--- src/rtl/bcd_excess3_word_sequencer.sv ---
// Word sequencer for the external serial BCD-to-Excess-3 Mealy converter: shifts a BCD word
// LSB-first through the converter and collects the result. Define BCD_CHECK_EN to flag nibbles > 9.
module bcd_excess3_word_sequencer #(
  parameter int DIGITS = 4
) (
  input  logic                  clk,
  input  logic                  reset,
  input  logic                  in_valid,
  output logic                  in_ready,
  input  logic [4*DIGITS-1:0]   in_digits,
  output logic                  conv_B_in,
  input  logic                  conv_B_out,
  output logic                  out_valid,
  input  logic                  out_ready,
  output logic [4*DIGITS-1:0]   out_word,
  output logic                  out_err
);

  localparam int W  = 4 * DIGITS;
  localparam int CW = $clog2(W);

  typedef enum logic [1:0] {IDLE, SHIFT, HOLD} state_t;

  state_t          state;
  logic [1:0]      ph;
  logic [W-1:0]    sreg;
  logic [W-1:0]    res;
  logic [CW-1:0]   bit_cnt;

  logic            accept;
  logic            last_bit;
  logic            release_word;

  // ph mirrors the converter's digit position: ph == 0 exactly when it sits in S_0.
  assign in_ready     = (state == IDLE) && (ph == 2'd3);
  assign accept       = in_valid && in_ready;
  assign last_bit     = (state == SHIFT) && (bit_cnt == CW'(W - 1));
  assign release_word = out_valid && out_ready;

  // The converter is Mealy: conv_B_out answers this very bit within the same cycle.
  assign conv_B_in = (state == SHIFT) && sreg[0];

  // NOTE: sequential state uses non-blocking assignments so every register samples
  // pre-edge values; blocking here would let later statements see half-updated state.
  always_ff @(posedge clk or negedge reset) begin
    if (!reset) begin
      state     <= IDLE;
      ph        <= 2'd0;
      sreg      <= '0;
      res       <= '0;
      bit_cnt   <= '0;
      out_valid <= 1'b0;
      out_word  <= '0;
    end else begin
      ph <= ph + 2'd1;
      case (state)
        IDLE: begin
          if (accept) begin
            sreg    <= in_digits;
            res     <= '0;
            bit_cnt <= '0;
            state   <= SHIFT;
          end
        end
        SHIFT: begin
          sreg    <= sreg >> 1;
          res     <= {conv_B_out, res[W-1:1]};
          bit_cnt <= bit_cnt + CW'(1);
          if (last_bit) begin
            state     <= HOLD;
            out_valid <= 1'b1;
            out_word  <= {conv_B_out, res[W-1:1]};
          end
        end
        HOLD: begin
          if (release_word) begin
            out_valid <= 1'b0;
            state     <= IDLE;
          end
        end
        default: state <= IDLE;
      endcase
    end
  end

`ifdef BCD_CHECK_EN
  logic err_q;

  function automatic logic any_non_bcd(input logic [W-1:0] word);
    logic flag;
    flag = 1'b0;
    for (int k = 0; k < DIGITS; k++) begin
      flag |= (word[4*k +: 4] > 4'd9);
    end
    return flag;
  endfunction

  always_ff @(posedge clk or negedge reset) begin
    if (!reset) begin
      err_q <= 1'b0;
    end else if (accept) begin
      err_q <= any_non_bcd(in_digits);
    end else if (release_word) begin
      err_q <= 1'b0;
    end
  end

  // The flag is latched at acceptance but only reported alongside the finished word.
  assign out_err = err_q && out_valid;
`else
  assign out_err = 1'b0;
`endif

endmodule

--- config.mk ---
export PLATFORM = sky130hd
export DESIGN_NAME = bcd_excess3_word_sequencer
export DESIGN_NICKNAME = d
export VERILOG_FILES = /design/src/rtl/bcd_excess3_word_sequencer.sv
export SDC_FILE = /design/constraint.sdc
export NUM_CORES = 1
export LEC_CHECK = 0
export ABC_AREA = 1
export CAP_MARGIN = 10
export CORE_AREA = 2 2 79 81
export CTS_CLUSTER_DIAMETER = 50
export DETAILED_ROUTE_END_ITERATION = 8
export DIE_AREA = 0 0 81 83
export PLACE_DENSITY = 0.65
export SLEW_MARGIN = 20
export SYNTH_ARGS = -nofsm -noshare
export SYNTH_HDL_FRONTEND = slang
export SYNTH_SLANG_ARGS = --single-unit
--- constraint.sdc ---
create_clock -name clk -period 1.85 [get_ports clk]
set_clock_uncertainty 0.1 [all_clocks]
set_input_delay 0.555 -clock clk [delete_from_list [all_inputs] [get_ports clk]]
set_output_delay 0.555 -clock clk [all_outputs]
set_load 0.01 [all_outputs]
==> run summary <==
commonest non-fill, non-tap cells in the layout = nand2_1 (159), dfrtp_1 (56), nand3_1 (41)
TritonCTS buffer count = 5
Setup violations, final = 0
Syn-to-layout area delta = 20.3%
fin. max-slew vios = 0
FF+latch count, synth = 56
# clock sinks = 56
synthesized area = 2550 sq um
Yosys top cell area share = 0.549
run status = complete, no violations
Layout Cells excl Fill = 419
number of global-route vias before repair = 1,848
stages on the worst setup path = 4
Slowest cell on crit path = dfrtp_1
DP Area = 3000 sq um
power per cell area = 1430 nW/um^2
overall routing resource usage = 0.147
LEAKAGE = 0.00172 uW
worst skew pair latency = 0.31 ns
CTS root buf = clkbuf_8
synthesized net count = 324
CP Launch Type = flip-flop
cts-stage hold buffer count = 0
layout cell share with drive strength beyond 1 = 0.125
Starting Density = 0.439
register area share after synthesis = 0.549
reg2reg start = state[1]$_DFFE_PN0P_
DIE AREA = 6720 sq um
critical path's largest stage delay = 0.36 ns
Worst Setup Path Type = reg -> out
Reg clk slew, reported paths = 0.10 ns
Slew headroom = 0.626
Post-Place Cells = 410
CORE AREA = 5820 sq um
GP Congestion = 0.747
remaining antenna violation count = 0
RR Endpoint = res[11]$_DFFE_PN0P_
CP arrival = 1.12 ns
Top delay family on crit path = flip-flops
Final HPWL DP = 2.94 mm
Sequential Power Share = 0.462
Distinct cells, synth = 20
flop2flop setup slack = 0.21 ns
CP required = 1.19 ns
Fill cells = 596
Psw = 1720 uW
worst path cell trace = ha_2 > nand2_2 > nor2_2 > buf_2
Iter 0 DRT Violations = 169
Max-Cap Viols = 0
I/O pins = 41
Switching Share = 0.391
CTS tree = done
Final WS setup = 0.0721 ns
Comb power frac = 0.387
grt ovf = 0
Avg WL per Cell = 11.0 um
port bufs = 39
Tmin final = 1.78 ns
vias = 1,977
fin crit share = 0.961
Post-Syn Instances = 301
RSZ-0062 raised after global routing = yes
Clock Power Share = 0.151
Final Hold Violating Endpoints = 0
Core Util, Final = 0.528
Hold WC Path Type = in -> async
Critical Path End = in_ready
Reg2Reg Depth = 6
DRT Pass-1 Iters = 4
CTS max path bufs = 2
worst path bufs/invs = 1
Pint = 2680 uW
f_max = 562 MHz
Worst Setup End Kind = primary output
Worst VDD drop = 0.000668 V
global-route wire length before repair = 8.14 mm
Place WS = -0.0377 ns
DRC viols = 0
leading area contributor after synthesis = dfrtp_1
Area contributors post-synth = dfrtp_1 (55%), nand2_1 (24%), nand3_1 (8.0%)
cell area after layout = 3070 sq um
H-tree depth = 2
largest fanout on the critical path = 2
Nets = 366
die height = 83 um
Worst-Margin Slew = 0.560 ns
DIE WIDTH = 81 um
diode count = 0
Synth warnings = 0
Power Total = 4390 uW
wirelength, routed = 4.59 mm
Vias/cell = 4.72
initial antenna violation count = 0
Post-Syn Area per Cell = 8.48 sq um
Std-Cell Rows = 28
commonest non-fill, non-tap cell in the layout = nand2_1
largest net degree at the start of global routing = 57
crit path from = ph[0]$_DFF_PN0_
per-stage QoR:
stage / hold WS, ns / setup TNS (ns)
global placement: 0.311 / 0
finish: 0.128 / 0
global route: 0.137 / -0.0129
CTS: 0.138 / 0
floorplan: 0.159 / 0
detailed placement: 0.315 / -0.0381
sequential cells by signal, summed over array words and instances, names as in the netlist:
register	cells
bit_cnt	4
out_valid	1
out_word	16
ph	2
res	15
sreg	16
state	2
synth_stat cells:
cell	count
buf_6	4
nand2_4	2
inv_2	2
buf_2	3
or2_2	2
nand2_2	8
buf_12	1
inv_8	1
nor2_4	1
dfrtp_1	56
nand3_2	2
buf_4	7
nor2_8	1
nand2_1	160
conb_1	1
ha_1	2
inv_1	3
nand4_1	1
nand3_1	41
nor2_1	3
how the worst min path moves through the flow:
| stage | cells after the start | slack [ns] | endpoint |
|---|---|---|---|
| 3_3_place_gp | 1 | 0.31 | ph[0]$_DFF_PN0_ |
| 6_report | 2 | 0.13 | out_word[8]$_DFFE_PN0P_ |
| 5_1_grt | 2 | 0.14 | out_word[8]$_DFFE_PN0P_ |
| 2_1_floorplan | 0 | 0.16 | bit_cnt[0]$_DFFE_PN0P_ |
| 3_5_place_dp | 1 | 0.32 | ph[0]$_DFF_PN0_ |
| 4_1_cts | 2 | 0.14 | out_word[8]$_DFFE_PN0P_ |
area by class of cell:
type,count,area [sq um],share of cell area
timing repair buffer,50,462,0.150
clock inverter,2,16.3,0.00530
tap,75,93.8,0.0305
clock buffer,6,72.6,0.0236
multi-input combinational,224,996,0.324
sequential,56,1400,0.456
inverter,6,30.0,0.00978
cells by family after synthesis:
kind of cell | Yosys count | share of synthesized area
simple gates | 221 | 0.376
flops | 56 | 0.549
buf+inv | 21 | 0.0637
fa+ha+maj | 2 | 0.00980
other cells | 1 | 0.00147
per-layer routing:
layer	part of all wire	vias to the layer above	track usage
met5	0	-	0
met2	0.48	36	0.243
li1	-	1026	-
met3	0.037	5	0.0359
met4	0.0059	0	0.0231
met1	0.48	910	0.198
power by group through the flow:
stage / Sequential [uW] / Clock (uW) / Combinational (uW)
after floorplan: 2070 / 0 / 1250
after global placement: 2040 / 0 / 1800
after detailed placement: 2060 / 0 / 1840
after CTS: 2030 / 695 / 1730
after global routing: 2090 / 732 / 1980
final: 2030 / 663 / 1700
worst reg2reg max path, stage by stage, from the launching register on:
cell	delay [ns]
dfrtp_1	0.41
buf_4	0.15
buf_4	0.14
nor2_4	0.35
buf_4	0.28
nand2_1	0.08
nand2_1	0.07
what timing repair did:
| item | in CTS | in global routing |
|---|---|---|
| buffers inserted | 1 | 0 |
| gates resized for setup | 26 | 2 |
| pin swaps | 0 | 1 |
| endpoints found under the setup margin | 19 | 1 |
Power figures use the tool's default switching activity.
